==> src/rtl/dmem_bridge_pkg.sv <==
// dmem_bridge_pkg: shared states, constants and lane helpers for the data memory bridge
package dmem_bridge_pkg;
  typedef enum logic [1:0] {
    DMEM_IDLE = 2'd0,
    DMEM_REQ  = 2'd1,
    DMEM_DONE = 2'd2
  } dmem_state_e;
  localparam logic [7:0] DMEM_TIMEOUT_BYTE = 8'hFF;
  localparam logic [31:0] ZERO_WORD = 32'h0;
  function automatic logic [1:0] first_lane(input logic [3:0] sel);
    return sel[0] ? 2'd0 : sel[1] ? 2'd1 : sel[2] ? 2'd2 : 2'd3;
  endfunction
  function automatic logic [7:0] byte_at(input logic [31:0] w, input logic [1:0] l);
    return w[{l, 3'b000} +: 8];
  endfunction
endpackage

==> src/rtl/dmem_lane_next.sv <==
// dmem_lane_next: next selected byte lane above the current one, plus a last-lane flag
module dmem_lane_next
  import dmem_bridge_pkg::*;
(
  input  logic [3:0] sel,
  input  logic [1:0] lane,
  output logic [1:0] nxt,
  output logic       last
);
  logic [3:0] above;
  // keep only selected lanes strictly above the current one
  always_comb begin
    above = sel & ~((4'd2 << lane) - 4'd1);
    nxt   = first_lane(above);
    last  = above == 4'd0;
  end
endmodule

==> src/rtl/dmem_bridge.sv <==
// dmem_bridge: serves MEM-stage requests one byte lane at a time over an ext req/ack port
module dmem_bridge
  import dmem_bridge_pkg::*;
#(
  parameter int ADDR_W  = 17,
  parameter int TIMEOUT = 255
) (
  input  logic              clk,
  input  logic              rst,
  input  logic              mem_ce_i,
  input  logic              mem_we_i,
  input  logic [31:0]       mem_addr_i,
  input  logic [3:0]        mem_sel_i,
  input  logic [31:0]       mem_data_i,
  output logic [31:0]       mem_data_o,
  output logic              stallreq_o,
  output logic              err_o,
  output logic              ext_req_o,
  output logic              ext_we_o,
  output logic [ADDR_W-1:0] ext_addr_o,
  output logic [7:0]        ext_wdata_o,
  input  logic [7:0]        ext_rdata_i,
  input  logic              ext_ack_i
);
  localparam int CW = $clog2(TIMEOUT + 1) + 1;
  dmem_state_e       state, state_n;
  logic              we_q, err_q, start, tmo, acc, last;
  logic [ADDR_W-1:2] addr_q;
  logic [3:0]        sel_q;
  logic [31:0]       data_q, buf_q;
  logic [1:0]        lane, nxt, fl;
  logic [CW-1:0]     cnt;
  logic              unused_addr;
  assign unused_addr = ^{mem_addr_i[31:ADDR_W], mem_addr_i[1:0]};
  assign fl = first_lane(mem_sel_i);
  dmem_lane_next u_next (
    .sel  (sel_q),
    .lane (lane),
    .nxt  (nxt),
    .last (last)
  );
  // state register
  always_ff @(posedge clk) state <= rst ? DMEM_IDLE : state_n;
  // next state, stall, timeout detection and MEM-side outputs
  always_comb begin
    start      = state == DMEM_IDLE && mem_ce_i && mem_sel_i != 4'd0;
    tmo        = TIMEOUT != 0 && state == DMEM_REQ && !ext_ack_i && cnt == CW'(TIMEOUT - 1);
    acc        = state == DMEM_REQ && ext_req_o && (ext_ack_i || tmo);
    state_n    = start ? DMEM_REQ : (acc && last) ? DMEM_DONE : state == DMEM_DONE ? DMEM_IDLE : state;
    stallreq_o = start || state == DMEM_REQ;
    mem_data_o = state == DMEM_DONE ? buf_q : ZERO_WORD;
    err_o      = state == DMEM_DONE && err_q;
  end
  // request latch, per-lane external transaction and read capture
  always_ff @(posedge clk) begin
    if (rst) begin
      we_q        <= 1'b0;
      addr_q      <= '0;
      sel_q       <= 4'd0;
      data_q      <= ZERO_WORD;
      buf_q       <= ZERO_WORD;
      lane        <= 2'd0;
      cnt         <= '0;
      err_q       <= 1'b0;
      ext_req_o   <= 1'b0;
      ext_we_o    <= 1'b0;
      ext_addr_o  <= '0;
      ext_wdata_o <= 8'd0;
    end else if (start) begin
      we_q        <= mem_we_i;
      addr_q      <= mem_addr_i[ADDR_W-1:2];
      sel_q       <= mem_sel_i;
      data_q      <= mem_data_i;
      buf_q       <= ZERO_WORD;
      lane        <= fl;
      cnt         <= '0;
      ext_req_o   <= 1'b1;
      ext_we_o    <= mem_we_i;
      ext_addr_o  <= {mem_addr_i[ADDR_W-1:2], fl};
      ext_wdata_o <= byte_at(mem_data_i, fl);
    end else if (acc) begin
      if (!we_q) buf_q[{lane, 3'b000} +: 8] <= ext_ack_i ? ext_rdata_i : DMEM_TIMEOUT_BYTE;
      if (tmo) err_q <= 1'b1;
      cnt <= '0;
      if (last) begin
        ext_req_o <= 1'b0;
        ext_we_o  <= 1'b0;
      end else begin
        lane        <= nxt;
        ext_addr_o  <= {addr_q, nxt};
        ext_wdata_o <= byte_at(data_q, nxt);
      end
    end else if (state == DMEM_REQ) begin
      cnt <= cnt + 1'b1;
    end else if (state == DMEM_DONE) begin
      err_q <= 1'b0;
    end
  end
endmodule

==> config.mk <==
export PLATFORM = sky130hd
export DESIGN_NAME = dmem_bridge
export DESIGN_NICKNAME = d
export VERILOG_FILES = /design/src/rtl/dmem_bridge_pkg.sv /design/src/rtl/dmem_lane_next.sv /design/src/rtl/dmem_bridge.sv
export SDC_FILE = /design/constraint.sdc
export NUM_CORES = 1
export LEC_CHECK = 0
export BUFFER_PORTS_ARGS = -buffer_cell sky130_fd_sc_hd__buf_2
export CAP_MARGIN = 20
export CORE_ASPECT_RATIO = 1.25
export CORE_UTILIZATION = 45
export CTS_CLUSTER_SIZE = 12
export DETAILED_ROUTE_END_ITERATION = 8
export PLACE_DENSITY_LB_ADDON = 0.05
export SYNTH_ARGS = -nofsm -noshare
export SYNTH_HDL_FRONTEND = slang
export SYNTH_SLANG_ARGS = --single-unit
==> constraint.sdc <==
create_clock -name clk -period 3.3 [get_ports clk]
set_input_delay 0.33 -clock clk [delete_from_list [all_inputs] [get_ports clk]]
set_output_delay 0.33 -clock clk [all_outputs]
set_load 0.01 [all_outputs]
==> impl_metrics.toml, run 1 <==
[setup_path]
start_kind = "flip-flop"
rrSetupSlack_ns = 0.51
crit_chain = "inv_1, ha_1, xor2_1, and2_1, o21ai_2, buf_4, or4_1, a311oi_1"
critical_path.max_stage_delay_ns = 0.53
r2r_cells = 8
path_buf_inv = 2
critPathRequiredTime_ns = 3.61
slowest_stage = "or4_1"
worst_ep_arrival_time_ns = 3.10
critPathTopFamily = "simple AND/OR/NAND/NOR gates"
worstSetupPathType = "reg -> reg"
critPathCaptureType = "flip-flop"
r2r-start = "ext_addr_o[0]"
critPathMaxFanout = 13
r2r-end = "ext_wdata_o[6]"

[synthesis]
syn_nets = 749
synthCells = 660
synth_warnings = 0
avgSynthCellArea_sq_um = 7.975
synthDominantCellAreaShare_pct = 43.36
synth-edff-count = 0
async_flop_share_pct = 0
synth_seq_cells = 114
synth.most_common_cell = "nand2_1"
yosysTopAreaCell = "dfxtp_1"
synthFlopType = "dfxtp_1"
syn_area_sq_mm = 0.005264
synthTopCellsByArea = "dfxtp_1 43%, nand2_1 11%, a21oi_1 6.0%"
ys_seq_area_share_pct = 43.36
ys_types = 46
synth_common_cells = "151 x nand2_1, 114 x dfxtp_1, 63 x a21oi_1"

[die]
die_area_sq_mm = 0.01214
rows = 43
die_h_microns = 122.9
die_x_microns = 98.74
start_util_pct = 46.81
ios = 142
coreArea_sq_mm = 0.01124

[grt]
grt_max_degree = 80
antenna_found_initial = 1
grt_pass1_wl_microns = 23320
grt_pass1_vias = 4706
grt_usage_pct = 24.88
grt_remaining_overflow = 0

[clock_network]
cts.sinks = 114
cts.htree.levels = 4
root_buffer = "clkbuf_16"
numCtsBuffers = 17
cts_hold_repair.buffers = 0
clk_pin_slew_ns = 0.05
clock_path_buffers = 2
insertion_delay_ns = 0.41
cts_tree = "yes"
cts_setup_buffers = 0
ctsResizeCount = 0

[timing]
worst_pin_slew_ns = 0.6617
min_period_ns = 2.791
relSlewSlack_pct = 55.73
rsz0062_at_grt = "no"
fmax_mhz = 358.3
worst_clock_skew_ns = 0.007903
finalHoldViolations = 0
slew_viol_final = 0
setup_slack_ns = 0.5093
finalSetupViolCount = 0
tns_ns = 0
min_period_over_period_pct = 84.57

[route]
via_per_inst = 5.457
ant_nets = 0
post-route-drc-count = 0
wl_per_cell_microns = 15.83
vias = 4993
drtPass1Iterations = 4
wirelength_microns = 14480
drt-initial-drc-count = 250

[job]
maxCapViolCount = 0

[placed_design]
dp_hpwl_microns = 9970
place_inst = 883
portBuffers = 124
preCtsSetupSlack_ns = 0.5387
gp_congestion = 0.7876

[cells_and_area]
drive_gt1_share_pct = 25.03
syn_to_final_growth_pct = 25.51
fill_cells = 1028
instances_no_fill = 915
final_nets = 856

[status]
status = "completed"

[worst_hold_path]
hp-start = "mem_data_i[29]"
holdPathEnd = "data_q[29]"
hold-path-cell-count = 3
hold_class = "in -> reg"

[power]
powerDensity_mw_per_mm2 = 573.4
p_leak_nw = 2.936
peakVddDrop_v = 0.0003716
## worst max-delay path by stage
stage / start / end / cells after the start
final: ext_addr_o[0] / ext_wdata_o[6] / 8
after CTS: ext_addr_o[0] / ext_wdata_o[6] / 8
after floorplan: ext_addr_o[0] / ext_wdata_o[6] / 8
after detailed placement: ext_addr_o[0] / ext_wdata_o[6] / 8
after global routing: ext_addr_o[0] / ext_wdata_o[6] / 8
after global placement: ext_addr_o[0] / ext_wdata_o[6] / 8
## area by class of cell
cell class,instances,area [sq um],share of cell area [%]
multi-input combinational,483,2756,41.72
sequential,114,2282,34.55
timing repair buffer,137,730.7,11.06
clock buffer,22,484.2,7.330
tap,135,168.9,2.557
clock inverter,9,128.9,1.951
inverter,14,52.55,0.7955
antenna,1,2.502,0.03788
## worst register-to-register path: cells and delay by family, from the launching register on
family | cells | cell delay, ns
AND/OR/NAND/NOR | 2 | 0.92
buffers and inverters | 2 | 0.34
XOR/XNOR | 1 | 0.21
adder cells (fa/ha/maj) | 1 | 0.31
flip-flops | 1 | 0.51
AO/OA/AOI/OAI | 2 | 0.41
## layer usage
layer / vias to the layer above / share of wire, % / GRT usage (%)
met2: 128 / 51 / 44.45
met1: 2338 / 42 / 27.96
met4: 0 / 2.5 / 11.94
met5: - / 0 / 0
li1: 2500 / - / -
met3: 27 / 4.7 / 5.992
## where the power goes
part           switching [mW]  leakage [nW]  total [mW]  internal, mW
Sequential             0.0480         0.931        1.50          1.45
Clock                   0.617         0.298        1.88          1.26
Combinational           0.257          1.71       0.416         0.159
Total                   0.923          2.94        3.79          2.87
## stage by stage
stage	cell area (sq um)	utilization, %	total power, mW	hold slack (ns)
final	6606	58.75	3.788	0.1684
after floorplan	5264	-	1.772	0.4273
after CTS	6604	58.73	3.816	0.1543
after global placement	5991	53.28	1.926	0.4385
after global routing	6604	58.73	3.938	0.1666
after detailed placement	5991	53.28	1.939	0.4448
## kinds of logic (layout without fill, tap and decap cells)
group                    Yosys count  after routing  synth area share [%]
adder cells (fa/ha/maj)            8              8                 1.902
flip-flops                       114            114                 43.36
XOR/XNOR                           9              9                 1.497
AO/OA/AOI/OAI                    146            146                 19.35
other                              0              1                     0
buffers and inverters             63            182                 4.516
AND/OR/NAND/NOR                  312            312                 27.69
multiplexers                       8              8                 1.688
## layout by cell type (no fill, tap or decap), types with 7 or more instances in the layout
cell type  count
nand2_1      151
nand2b_1       9
clkbuf_16     17
buf_4         12
and2_1        37
buf_2        124
a31o_2        16
nand3_1       20
inv_1         14
mux2_2         7
a21oi_1       63
a311oi_1      21
and3_1        19
dfxtp_1      114
nor2_1        43
a211oi_1       8
o31ai_1        8
ha_1           8
## sequential cells by signal (all words and copies together), names as in the netlist
register / cells
we_q: 1
data_q: 24
ext_wdata_o: 8
ext_req_o: 1
sel_q: 3
ext_addr_o: 17
ext_we_o: 1
cnt: 9
buf_q: 32
err_q: 1
addr_q: 15
state: 2
No activity file was read; power rests on OpenSTA's default activity.
==> run 2, diff against run 1 <==
Clock period 3.3 ns to 2.29 ns, I/O delays scaled along.
==> run 2 against run 1 <==
Effect of this change: core utilization is 0.81 points higher; wire length hardly changed; via count is 1.5% higher; clock-buffer cell count is 2 higher; cell count is 1.3% higher; clock skew is 0.0014 ns lower; setup slack worse by 0.38 ns; critical path type unchanged; highest routed layer unchanged.
==> impl_metrics.toml, run 2 (synthesized netlist as in run 1, its figures left out) <==
[worst_hold_path]
hold_class = "in -> reg"

[die]
die_h_microns = 122.9
coreArea_sq_mm = 0.01124
die_area_sq_mm = 0.01214
start_util_pct = 46.81
rows = 43
die_x_microns = 98.74
ios = 142

[route]
met3_length_microns = 820
post-route-drc-count = 0
wl_met1_microns = 6089
drtPass1Iterations = 5
wl_met2_microns = 7200
vias = 5067
top_layer = "met4"
via_per_inst = 5.466
wl_per_cell_microns = 15.62
wirelength_microns = 14480
drt-initial-drc-count = 210
ant_nets = 0

[cells_and_area]
drive_gt1_share_pct = 26.55
largestRegisters = "buf_q: 32 flops, data_q: 24 flops, ext_addr_o: 17 flops"
final_nets = 869
syn_to_final_growth_pct = 27.24
fill_cells = 1071
top_register = "buf_q"
final_common_cell = "nand2_1"
layout_common_cells = "151 x nand2_1, 124 x buf_2, 112 x dfxtp_1, 63 x a21oi_1, 43 x nor2_1"
largest_reg_flops = 32

[power]
powerDensity_mw_per_mm2 = 795.6
peakVddDrop_v = 0.0004970
p_leak_nw = 2.998

[clock_network]
cts_hold_repair.buffers = 0
cts_tree = "yes"
clock_path_buffers = 2
root_buffer = "clkbuf_16"
insertion_delay_ns = 0.41
cts.htree.levels = 4
cts.sinks = 114
numCtsBuffers = 17
clk_pin_slew_ns = 0.05

[timing]
min_period_over_period_pct = 94.41
finalSetupViolCount = 0
tns_ns = 0
worst_pin_slew_ns = 0.5478
finalHoldViolations = 0
min_period_ns = 2.162
slew_viol_final = 0
fmax_mhz = 462.6
worst_clock_skew_ns = 0.006465
hold_ws_ns = 0.06742
relSlewSlack_pct = 63.48

[setup_path]
critPathTopFamily = "compound AO/OA/AOI/OAI gates"
path_buf_inv = 0
critPathCaptureType = "flip-flop"
worstSetupPathType = "reg -> reg"
critPathMaxFanout = 5
worst_ep_arrival_time_ns = 2.47
slowest_stage = "or4_1"
critPathRequiredTime_ns = 2.60
crit_chain = "nand4_1, o41ai_4, o21ai_2, or4_1, a311oi_2"
critical_path.max_stage_delay_ns = 0.57
start_kind = "flip-flop"

[grt]
grt_remaining_overflow = 0
grt_max_degree = 51
grt_pass1_vias = 4731
antenna_found_initial = 1
grt_pass1_wl_microns = 23160
grt_usage_pct = 24.49

[placed_design]
dp_hpwl_microns = 10080
gp_congestion = 0.8090
portBuffers = 124

[status]
status = "completed"

[job]
maxCapViolCount = 0
[run 2: power by group]
part           internal [mW]  total [mW]  switching (mW)
clock network           1.67        2.53           0.866
logic                  0.257       0.644           0.387
registers               2.09        2.15          0.0652
[run 2: final timing paths]
path | from | endpoint | slack, ns | cells past startpoint
min | mem_data_i[21] | data_q[21] | 0.07 | 3
max reg2reg | cnt[4] | ext_wdata_o[6] | 0.13 | 5
max | cnt[4] | ext_wdata_o[6] | 0.13 | 5
min reg2reg | data_q[11] | data_q[11] | 0.45 | 2
[run 2: routing by layer]
metal / track usage, % / vias up
met5: 0 / -
met4: 11.10 / 0
met3: 5.992 / 29
met2: 42.43 / 151
met1: 28.78 / 2361
li1: - / 2526
[run 2: timing repair]
item,in CTS,in global routing
resized for setup,0,7
endpoints found under the setup margin,0,7
buffers inserted,0,1
[run 2: worst reg2reg max path: cells and delay by family (launching register included)]
family | cells | cell delay, ns
flops | 1 | 0.40
simple gates | 2 | 0.78
compound gates | 3 | 0.89
[run 2: area by class of cell]
cell class	count	area, sq um	area share, %
antenna	1	2.502	0.03736
clock buffer	24	481.7	7.192
clock inverter	6	80.08	1.196
inverter	14	52.55	0.7846
multi-input combinational	483	2774	41.42
sequential	114	2285	34.11
tap	135	168.9	2.522
timing repair buffer	150	853.3	12.74
[run 2: through the flow]
step / setup WS (ns) / cell area (sq um) / instances / power [mW] / utilization, %
5_1_grt: -0.03285 / 6695 / 926 / 5.536 / 59.54
3_5_place_dp: 0.04936 / 6108 / 895 / 2.823 / 54.32
6_report: 0.1281 / 6698 / 927 / 5.328 / 59.56
3_3_place_gp: 0.1148 / 6108 / 895 / 2.805 / 54.32
2_1_floorplan: 0.007160 / 5268 / 660 / 2.554 / -
4_1_cts: 0.03118 / 6670 / 925 / 5.348 / 59.32
==> run 3, diff against run 2 <==
Settings changed: SYNTH_HIERARCHICAL set to 1.
==> run 3 against run 2 <==
Effect of this change: maximum frequency increased by 4.1%; synthesized cell count fell by 0.15%; core utilization decreased by 1.4 points; global-route usage down 0.24 points; power is 10% higher; register-to-register slack improved by 0.08 ns; highest routed layer unchanged; flip-flop and latch count rose by 8; critical path type unchanged; clock skew rose by 0.0010 ns; largest cell class unchanged.
==> impl_metrics.toml, run 3 <==
[status]
status = "completed"

[clock_network]
cts.sinks = 122
root_buffer = "clkbuf_16"
cts.htree.levels = 4
insertion_delay_ns = 0.41
cts_tree = "yes"
clk_pin_slew_ns = 0.06
cts_hold_repair.buffers = 0
ctsResizeCount = 0
cts_setup_buffers = 0
numCtsBuffers = 17
clock_path_buffers = 2

[grt]
use_met1_pct = 30.65
grt_pass1_wl_microns = 24480
globalRouteMet2Util_pct = 40.51
grt-busiest-layer = "met2"
grt_max_degree = 82
antenna_found_initial = 0
grt_remaining_overflow = 0
grt_pass1_vias = 4957
grt_usage_pct = 24.25
grt_util_met3_pct = 4.923

[timing]
relSlewSlack_pct = 40.61
finalHoldViolations = 0
rsz0062_at_grt = "no"
worst_pin_slew_ns = 0.8909
tns_ns = 0
fmax_mhz = 481.3
finalSetupViolCount = 0
worst_clock_skew_ns = 0.007476
min_period_over_period_pct = 90.73
min_period_ns = 2.078
slew_viol_final = 0

[placed_design]
portBuffers = 124
gp_congestion = 0.7654
placedInstanceArea_sq_mm = 0.006441
dp_hpwl_microns = 10170

[setup_path]
crit_chain = "ha_1, nand4bb_1, o31a_2, buf_4, o211ai_1, o31ai_1"
worst_ep_arrival_time_ns = 2.34
path_buf_inv = 1
slowest_stage = "o31a_2"
critPathTopFamily = "compound AO/OA/AOI/OAI gates"
critical_path.max_stage_delay_ns = 0.44
start_kind = "flip-flop"
critPathMaxFanout = 49
critPathCaptureType = "flip-flop"
worstSetupPathType = "reg -> reg"
critPathRequiredTime_ns = 2.55

[die]
start_util_pct = 46.36
die_area_sq_mm = 0.01298
coreArea_sq_mm = 0.01216
rows = 45
die_h_microns = 127.1
die_x_microns = 102.1
ios = 142

[worst_hold_path]
hold_class = "in -> reg"

[cells_and_area]
largestRegisters = "buf_q: 32 flops, data_q: 32 flops, ext_addr_o: 17 flops"
syn_to_final_growth_pct = 25.41
final_nets = 854
diodes = 0
layout_common_cells = "124 x buf_2, 122 x dfxtp_1, 107 x nand2_1, 53 x a21oi_1, 34 x o21ai_0"
fill_cells = 1154
design_area_sq_mm = 0.007071
final_common_cell = "buf_2"
drive_gt1_share_pct = 25.67

[route]
wirelength_microns = 15060
vias = 5211
wl_per_cell_microns = 15.97
drtPass1Iterations = 5
ant_nets = 0
via_per_inst = 5.526
post-route-drc-count = 0
drt-initial-drc-count = 279

[synthesis]
syn_nets = 747
avgSynthCellArea_sq_um = 8.555
synth_warnings = 6
synthCells = 659
syn_area_sq_mm = 0.005638

[power]
peakVddDrop_v = 0.0005303
p_leak_nw = 2.884
powerDensity_mw_per_mm2 = 829.8

[job]
maxCapViolCount = 0
-- run 3: cell count changes in the layout (fill, tap and decap cells not counted), moves of 15 or more --
cell / before / now
a311oi_1: 20 / 0
a31oi_1: 1 / 24
and3_1: 19 / 1
mux2i_1: 1 / 16
nand3_1: 20 / 2
nand2_1: 151 / 107
o211ai_1: 0 / 33
o31ai_1: 8 / 32
o21ai_0: 4 / 34
a31o_2: 16 / 0
-- run 3: path summary, 6_finish.rpt --
kind	endpoint	startpoint	slack (ns)	cells after the start
min reg2reg	data_q[2]	data_q[2]	0.45	2
min	addr_q[4]	mem_addr_i[4]	0.07	3
max	buf_q[0]	cnt[1]	0.21	6
max reg2reg	buf_q[0]	cnt[1]	0.21	6
-- run 3: report_power, final --
| group | total [mW] | internal, mW | switching (mW) |
|---|---|---|---|
| clock network | 2.82 | 1.88 | 0.945 |
| logic | 0.747 | 0.284 | 0.463 |
| registers | 2.30 | 2.23 | 0.0653 |
-- run 3: cell type report --
type | instances | area, sq um | share of cell area, %
tap | 164 | 205.2 | 2.902
sequential | 122 | 2442 | 34.54
multi-input combinational | 469 | 2943 | 41.62
inverter | 6 | 22.52 | 0.3185
clock inverter | 11 | 168.9 | 2.389
clock buffer | 21 | 460.4 | 6.512
timing repair buffer | 150 | 828.3 | 11.71
-- run 3: metal layers --
| layer | up-vias | part of all wire [%] | wire (microns) |
|---|---|---|---|
| met5 | - | 0 | 0 |
| li1 | 2574 | - | - |
| met1 | 2471 | 44 | 6667 |
| met3 | 18 | 4.3 | 648 |
| met4 | 0 | 1.5 | 225 |
| met2 | 148 | 50 | 7518 |
-- run 3: tightest hold or removal path: stages --
cell	delay (ns)
buf_2	0.10
nand2_1	0.05
a21oi_1	0.05
-- run 3: stage by stage --
stage               utilization [%]  setup WS [ns]  hold slack (ns)  cells  power (mW)
finish                        58.14         0.2124          0.06772    943       5.867
global route                  58.14        0.06827          0.05217    943       6.083
CTS                           58.14         0.2075          0.05144    943       5.907
detailed placement            52.96         0.1651           0.4458    911       3.089
global placement              52.96         0.2076           0.4390    911       3.066
floorplan                         -         0.2703           0.3650    659       2.797
